[src/rtl/muldiv_sequencer.sv]
// Iterative multiply/divide unit owning HI/LO.
// Shift-add multiply, restoring divide, sign fix-up.
module muldiv_sequencer #(
  parameter int WIDTH = 32
) (
  input  logic             clk_i,
  input  logic             rst_i,
  input  logic             start_i,
  input  logic [1:0]       op_i,
  input  logic [WIDTH-1:0] data1_i,
  input  logic [WIDTH-1:0] data2_i,
  input  logic             hilo_rd_i,
  input  logic             abort_i,
  output logic             busy_o,
  output logic             stall_o,
  output logic             done_o,
  output logic [WIDTH-1:0] hi_o,
  output logic [WIDTH-1:0] lo_o
);

  localparam int CW = (WIDTH > 1) ? $clog2(WIDTH) : 1;

  typedef enum logic [1:0] {
    S_IDLE,
    S_CALC,
    S_FIXUP
  } state_t;

  state_t             r_state;
  logic [CW-1:0]      r_cnt;
  logic               r_mul;
  logic               r_neg_q;
  logic               r_neg_r;
  logic               r_dz;
  logic [WIDTH-1:0]   r_m1;
  logic [WIDTH-1:0]   r_m2;
  logic [WIDTH-1:0]   r_d1;
  logic [WIDTH-1:0]   r_rem;
  logic [2*WIDTH-1:0] r_acc;

  logic               w_s1;
  logic               w_s2;
  logic [WIDTH-1:0]   w_mag1;
  logic [WIDTH-1:0]   w_mag2;
  logic [WIDTH:0]     w_sum;
  logic [WIDTH:0]     w_shift;
  logic [WIDTH-1:0]   w_sub;
  logic               w_ge;
  logic [2*WIDTH-1:0] w_prod;
  logic [WIDTH-1:0]   w_quo;
  logic [WIDTH-1:0]   w_rmd;

  assign busy_o  = (r_state != S_IDLE);
  assign stall_o = busy_o & (start_i | hilo_rd_i);

  // operand magnitudes for signed ops (op_i[0] = signed)
  assign w_s1   = op_i[0] & data1_i[WIDTH-1];
  assign w_s2   = op_i[0] & data2_i[WIDTH-1];
  assign w_mag1 = w_s1 ? -data1_i : data1_i;
  assign w_mag2 = w_s2 ? -data2_i : data2_i;

  // multiply step: conditional add into upper half, then shift right
  assign w_sum = {1'b0, r_acc[2*WIDTH-1:WIDTH]}
               + (r_acc[0] ? {1'b0, r_m1} : '0);

  // divide step: shift in next dividend bit, trial subtract
  assign w_shift = {r_rem, r_acc[WIDTH-1]};
  assign w_ge    = (w_shift >= {1'b0, r_m2});
  assign w_sub   = WIDTH'(w_shift - {1'b0, r_m2});

  // sign fix-up of the magnitude results
  assign w_prod = r_neg_q ? -r_acc : r_acc;
  assign w_quo  = r_neg_q ? -r_acc[WIDTH-1:0] : r_acc[WIDTH-1:0];
  assign w_rmd  = r_neg_r ? -r_rem : r_rem;

  // sequencer FSM with datapath and HI/LO commit
  always_ff @(posedge clk_i or negedge rst_i) begin
    if (!rst_i) begin
      r_state <= S_IDLE;
      r_cnt   <= '0;
      r_mul   <= 1'b0;
      r_neg_q <= 1'b0;
      r_neg_r <= 1'b0;
      r_dz    <= 1'b0;
      r_m1    <= '0;
      r_m2    <= '0;
      r_d1    <= '0;
      r_rem   <= '0;
      r_acc   <= '0;
      done_o  <= 1'b0;
      hi_o    <= '0;
      lo_o    <= '0;
    end else begin
      done_o <= 1'b0;
      if (abort_i) begin
        r_state <= S_IDLE;
      end else begin
        unique case (r_state)
          S_IDLE: begin
            if (start_i) begin
              r_state <= S_CALC;
              r_cnt   <= '0;
              r_mul   <= ~op_i[1];
              r_neg_q <= w_s1 ^ w_s2;
              r_neg_r <= w_s1;
              r_dz    <= (data2_i == '0);
              r_m1    <= w_mag1;
              r_m2    <= w_mag2;
              r_d1    <= data1_i;
              r_rem   <= '0;
              r_acc   <= {{WIDTH{1'b0}},
                          op_i[1] ? w_mag1 : w_mag2};
            end
          end
          S_CALC: begin
            if (r_mul) begin
              r_acc <= {w_sum, r_acc[WIDTH-1:1]};
            end else begin
              r_rem <= w_ge ? w_sub : w_shift[WIDTH-1:0];
              r_acc <= {r_acc[2*WIDTH-1:WIDTH],
                        r_acc[WIDTH-2:0], w_ge};
            end
            r_cnt <= r_cnt + 1'b1;
            if (r_cnt == CW'(WIDTH-1)) r_state <= S_FIXUP;
          end
          S_FIXUP: begin
            r_state <= S_IDLE;
            done_o  <= 1'b1;
            if (r_mul) begin
              hi_o <= w_prod[2*WIDTH-1:WIDTH];
              lo_o <= w_prod[WIDTH-1:0];
            end else if (r_dz) begin
              hi_o <= r_d1;
              lo_o <= '1;
            end else begin
              hi_o <= w_rmd;
              lo_o <= w_quo;
            end
          end
          default: r_state <= S_IDLE;
        endcase
      end
    end
  end

endmodule

[config.mk]
export PLATFORM = sky130hd
export DESIGN_NAME = muldiv_sequencer
export DESIGN_NICKNAME = d
export VERILOG_FILES = /design/src/rtl/muldiv_sequencer.sv
export SDC_FILE = /design/constraint.sdc
export NUM_CORES = 1
export LEC_CHECK = 0
export BUFFER_PORTS_ARGS = -buffer_cell sky130_fd_sc_hd__buf_2
export CORE_UTILIZATION = 45
export CTS_CLUSTER_DIAMETER = 40
export DETAILED_ROUTE_END_ITERATION = 16
export HOLD_SLACK_MARGIN = 0.02
export PLACE_DENSITY_LB_ADDON = 0.25
export SYNTH_ARGS = -nofsm -noshare
export SYNTH_HDL_FRONTEND = slang
export SYNTH_SLANG_ARGS = --single-unit
[constraint.sdc]
create_clock -name clk_i -period 3.51 [get_ports clk_i]
set_input_delay 0.8775 -clock clk_i [delete_from_list [all_inputs] [get_ports clk_i]]
set_output_delay 0.8775 -clock clk_i [all_outputs]
set_load 0.01 [all_outputs]
==> impl_metrics.env, run 1 <==
export IMPL_status="completed"
export IMPL_grt_use_total_pct=31.5
export IMPL_drt_initial_drc_count=1730
export IMPL_fin_crit_ps=3430
export IMPL_ctsHoldBuffers=0
export IMPL_ys_async_sr_fraction_pct=100
export IMPL_grt_overflow_total=0
export IMPL_final_core_util_pct=55.8
export IMPL_die_area_um2=41800
export IMPL_critical_path_class="flip-flop to flip-flop"
export IMPL_wl_per_cell_um=21.7
export IMPL_p_per_area_nw_per_um2=841
export IMPL_die_h_um=204
export IMPL_fin_area_um2=22400
export IMPL_hp_class="primary input to asynchronous set/reset pin"
export IMPL_critPathSlowestCell="or4_1"
export IMPL_drv_slew=0
export IMPL_root_buffer="clkbuf_16"
export IMPL_drt_total_wl_mm=65.5
export IMPL_peakVddDrop_v=0.000459
export IMPL_drv_cap=0
export IMPL_nFillCells=3680
export IMPL_relSlewSlack_pct=27.9
export IMPL_grt_max_degree=90
export IMPL_path_clk_slew_ps=50
export IMPL_finalHoldViolations=0
export IMPL_vias_per_cell=6.04
export IMPL_crit_chain="or4_1, or4b_1, or4_4, or3_4, or2_4, nor3_4, mux2i_1, o32a_1"
export IMPL_rsz0062_at_grt="no"
export IMPL_yosysWarningCount=0
export IMPL_synth_nets=2384
export IMPL_cpPeakStageDelay_ps=580
export IMPL_start_util_pct=46.0
export IMPL_endpoint_kind="flip-flop"
export IMPL_final_layout_size_suffix_gt1_share_pct=15.9
export IMPL_ant_nets=0
export IMPL_grt_pass1_vias=17400
export IMPL_clock_latency_ps=600
export IMPL_synth_edff_count=0
export IMPL_die_w_um=204
export IMPL_p_total_uw=18800
export IMPL_vias=18200
export IMPL_synth_cell_types=70
export IMPL_grt_pass1_wl_mm=101
export IMPL_cp_required_ps=3960
export IMPL_synth_flop_cell="dfrtp_1"
export IMPL_cts_buffers=53
export IMPL_ys_ff_latch=267
export IMPL_finClkSkew_ps=41.8
export IMPL_finalCritPeriodShare_pct=97.9
export IMPL_crit_path_start_kind="flip-flop"
export IMPL_max_freq_mhz=291
export IMPL_antenna_found_initial=3
export IMPL_pre_cts_ws_ps=-88.2
export IMPL_drc=0
export IMPL_layout_common_cells="nand2_1, dfrtp_1, o21ai_0, nor2_1, a21oi_1"
export IMPL_portBuffers=137
export IMPL_place_gp_congestion=1.01
export IMPL_clockBufferDepth=3
export IMPL_tightestPinTransition_ps=1080
export IMPL_final_common_cell="nand2_1"
export IMPL_power_leakage_uw=0.0105
export IMPL_critPathMaxFanout=7
export IMPL_synth_cells=2241
export IMPL_synth_area_um2=18400
export IMPL_area_growth_syn_to_layout_pct=21.4
export IMPL_cts_sinks=267
export IMPL_synth_top_area_share_pct=36.2
export IMPL_dp_final_hpwl_mm=50.2
export IMPL_synth_seq_area_share_pct=36.2
export IMPL_rows=73
export IMPL_place_area_um2=20400
export IMPL_yosys_area_top_type="dfrtp_1"
export IMPL_avgSynthCellArea_um2=8.23
export IMPL_crit_arrival_ps=3890
export IMPL_dr_pass1_iters=6
export IMPL_htreeDepth=2
export IMPL_core_region_area_um2=40100
export IMPL_nNetsFinal=2582
export IMPL_setup_violations=0
export IMPL_cts_tree="built"
export IMPL_worst_slack_ps=75.0
export IMPL_yosys_top_cells_area="dfrtp_1, nand2_1, o21ai_0"
export IMPL_ios=138
## cells in the mapped netlist (12+ instances only)
master,n
nand2_1,350
dfrtp_1,267
o21ai_0,247
nor2_1,154
a21oi_1,152
clkbuf_1,119
xor2_1,114
xnor2_1,77
mux2i_1,74
ha_1,70
inv_1,66
nor3_1,51
nand3_1,44
o31ai_1,39
and2_1,37
a21o_1,29
or3_1,25
or4_1,23
o41ai_1,21
nand2b_1,20
nand4_1,20
o211ai_1,16
and3_1,15
nor4_1,15
a211oi_1,14
a31oi_1,13
a32oi_1,13
o21a_1,12
o221ai_1,12
## final cells by class
cell class	instances	area (um^2)	share of cell area [%]
clock inverter	36	519	2.32
clock buffer	62	1410	6.30
antenna	7	17.5	0.0782
multi-input combinational	1781	11100	49.5
timing repair buffer	269	1760	7.87
sequential	267	6680	29.9
inverter	67	251	1.12
tap	525	657	2.93
## where the power goes
part	switching [uW]	internal, uW	leakage, uW	total [uW]
Clock	1940	3540	0.000938	5480
Combinational	5270	3420	0.00611	8690
Sequential	855	3810	0.00349	4660
Total	8060	10800	0.0105	18800
## metal layers
| layer | wire length, um | part of all wire (%) | vias up | track usage (%) |
|---|---|---|---|---|
| li1 | - | - | 8453 | - |
| met1 | 28500 | 44 | 8911 | 43.7 |
| met2 | 29600 | 45 | 691 | 48.6 |
| met3 | 4370 | 6.7 | 138 | 4.42 |
| met4 | 3000 | 4.6 | 0 | 14.5 |
| met5 | 0 | 0 | - | 0 |
## worst max-delay path, delay by kind of cell, from the launching register on
family | cells | cell delay (ps)
AOI/OAI and AO/OA | 1 | 340
muxes | 1 | 100
DFF | 1 | 370
and+or+nand+nor | 6 | 2480
## through the flow
| stage | setup TNS, ps | hold slack [ps] | cells |
|---|---|---|---|
| floorplan | 0 | 437 | 2241 |
| global placement | -34.2 | 453 | 2909 |
| detailed placement | -153 | 456 | 2909 |
| CTS | 0 | 355 | 3007 |
| global route | 0 | 363 | 3007 |
| finish | 0 | 300 | 3014 |
## sequential cells by signal, indices dropped and copies added (netlist names), 2 cells and up
signal / cells
r_m1: 32
r_rem: 32
r_acc: 64
r_cnt: 5
r_m2: 32
lo_o: 32
r_d1: 31
r_state: 2
hi_o: 32
## path summary, 6_finish.rpt
path	cells after the start	slack, ps	start	endpoint
worst max-delay path	8	80	r_acc[40]	hi_o[25]
worst min register to register	2	470	r_d1[23]	r_d1[23]
max in group asynchronous	2	2330	rst_i	hi_o[14]
worst max register to register	8	80	r_acc[40]	hi_o[25]
min in group clk_i	2	470	r_d1[23]	r_d1[23]
worst min-delay path	1	300	rst_i	hi_o[22]
## repair_timing
action / 4_1_cts / 5_1_grt
pin swaps: 0 / 1
gates resized for setup: 3 / 2
endpoints found under the setup margin: 8 / 2
setup buffers: 0 / 0
## cells by family after synthesis
family | synth area share (%)
adders and majority gates | 4.97
xor gates and xnor gates | 9.07
buffers and inverters | 3.94
and+or+nand+nor | 19.8
muxes | 4.26
DFF | 36.2
AOI/OAI and AO/OA | 21.7
No activity file was read; power rests on OpenSTA's default activity.
==> inputs of run 2 (changes only) <==
- CORE_UTILIZATION: 45 -> 55
==> impl_metrics.env, run 2 (synthesis gave the netlist of run 1 again) <==
export IMPL_wl_per_cell_um=21.7
export IMPL_vias_per_cell=6.25
export IMPL_layout_common_cells="nand2_1, dfrtp_1, o21ai_0, nor2_1, a21oi_1"
export IMPL_placed_cells=2821
export IMPL_instances_no_fill=2910
export IMPL_finClkSkew_ps=18.0
export IMPL_peakVddDrop_v=0.000510
export IMPL_path_clk_slew_ps=50
export IMPL_cp_startpoint="r_acc[40]"
export IMPL_drv_cap=0
export IMPL_finalCritPeriodShare_pct=96.6
export IMPL_drt_initial_drc_count=1608
export IMPL_status="completed"
export IMPL_largest_register_ffs=64
export IMPL_htreeDepth=2
export IMPL_final_common_cell="nand2_1"
export IMPL_hp_class="primary input to asynchronous set/reset pin"
export IMPL_die_w_um=185
export IMPL_dr_pass1_iters=5
export IMPL_relSlewSlack_pct=35.1
export IMPL_top_register="r_acc"
export IMPL_grt_pass1_vias=17300
export IMPL_crit_arrival_ps=3810
export IMPL_finalHoldViolations=0
export IMPL_ant_nets=0
export IMPL_critPathSlowestCell="or4_1"
export IMPL_r2r_cells=8
export IMPL_clock_latency_ps=580
export IMPL_cp_required_ps=3930
export IMPL_rows=66
export IMPL_critical_path_endpoint="hi_o[31]"
export IMPL_die_h_um=185
export IMPL_max_freq_mhz=295
export IMPL_endpoint_kind="flip-flop"
export IMPL_power_leakage_uw=0.0104
export IMPL_cts_sinks=267
export IMPL_cts_setup_buffers=0
export IMPL_ios=138
export IMPL_critical_path_class="flip-flop to flip-flop"
export IMPL_vias=18200
export IMPL_die_area_um2=34300
export IMPL_nFillCells=2798
export IMPL_cts_buffers=47
export IMPL_antenna_found_initial=4
export IMPL_cpPeakStageDelay_ps=580
export IMPL_portBuffers=137
export IMPL_tightestPinTransition_ps=973
export IMPL_cts_tree="built"
export IMPL_fin_setup_tns_ps=0
export IMPL_start_util_pct=56.3
export IMPL_place_gp_congestion=0.994
export IMPL_worst_r2r_setup_slack_ps=120
export IMPL_setup_violations=0
export IMPL_final_core_util_pct=66.8
export IMPL_core_region_area_um2=32800
export IMPL_fin_crit_ps=3390
export IMPL_crit_chain="or4_1, or4b_1, or4_4, or3_4, o41a_1, xor2_1, mux2i_1, o21ai_0"
export IMPL_grt_pass1_wl_mm=96.7
export IMPL_drc=0
export IMPL_grt_overflow_total=0
export IMPL_p_per_area_nw_per_um2=822
export IMPL_p_total_uw=18000
export IMPL_nNetsFinal=2571
export IMPL_area_growth_syn_to_layout_pct=18.8
export IMPL_final_layout_size_suffix_gt1_share_pct=15.5
export IMPL_r2r_end="hi_o[31]"
export IMPL_dp_final_hpwl_mm=47.3
export IMPL_drv_slew=0
export IMPL_root_buffer="clkbuf_16"
export IMPL_drt_total_wl_mm=63.2
export IMPL_grt_max_degree=78
export IMPL_grt_use_total_pct=37.0
export IMPL_clockBufferDepth=3
export IMPL_rsz0062_at_grt="no"
export IMPL_r2r_start="r_acc[40]"
export IMPL_crit_path_start_kind="flip-flop"
export IMPL_critPathMaxFanout=5
==> run 2: layout make-up <==
| type | instances | area [um^2] | share of cell area [%] |
|---|---|---|---|
| Antenna cell | 2 | 5.00 | 0.0228 |
| Clock buffer | 52 | 1270 | 5.78 |
| Clock inverter | 35 | 349 | 1.59 |
| Inverter | 67 | 251 | 1.15 |
| Multi-Input combinational cell | 1781 | 11100 | 50.6 |
| Sequential cell | 267 | 6680 | 30.5 |
| Tap cell | 442 | 553 | 2.52 |
| Timing Repair Buffer | 264 | 1710 | 7.81 |
==> run 2: routing by layer <==
metal  vias up  track usage, %  part of all wire [%]
met4         6            17.1                   4.5
li1       8398               -                     -
met2       846            57.6                    45
met3       157            6.61                   8.2
met5         -               0                 0.036
met1      8779            49.9                    42
==> run 2: how the worst min path moves through the flow <==
stage / startpoint / to / slack (ps) / depth (start not counted)
floorplan: r_d1[15] / r_d1[15] / 440 / 2
global placement: lo_o[0] / lo_o[0] / 450 / 2
detailed placement: r_d1[15] / r_d1[15] / 460 / 2
CTS: rst_i / r_acc[51] / 320 / 1
global route: rst_i / hi_o[17] / 320 / 1
finish: rst_i / hi_o[29] / 300 / 1
==> run 2: worst max-delay path, delay by kind of cell (launching register included) <==
| family | cells | cell delay, ps |
|---|---|---|
| AND/OR/NAND/NOR | 4 | 1990 |
| XOR/XNOR | 1 | 150 |
| multiplexers | 1 | 190 |
| flip-flops | 1 | 370 |
| AO/OA/AOI/OAI | 2 | 530 |
==> run 2: through the flow <==
step	setup slack (ps)	hold WS, ps	instance area (um^2)
after global routing	4.65	318	21900
after CTS	36.9	317	21900
after floorplan	147	437	18400
after detailed placement	-51.0	458	20300
final	120	299	21900
after global placement	2.52	447	20300
==> run 2: where the power goes <==
group,switching [uW],total (uW),internal [uW],leakage (uW)
combinational,5240,8660,3420,0.00609
sequential,852,4660,3800,0.00349
clock,1810,4700,2890,0.000784
==> run 2: what timing repair did <==
item,CTS,global route
gates resized for setup,1,4
endpoints found under the setup margin,6,12
hold buffers,0,0
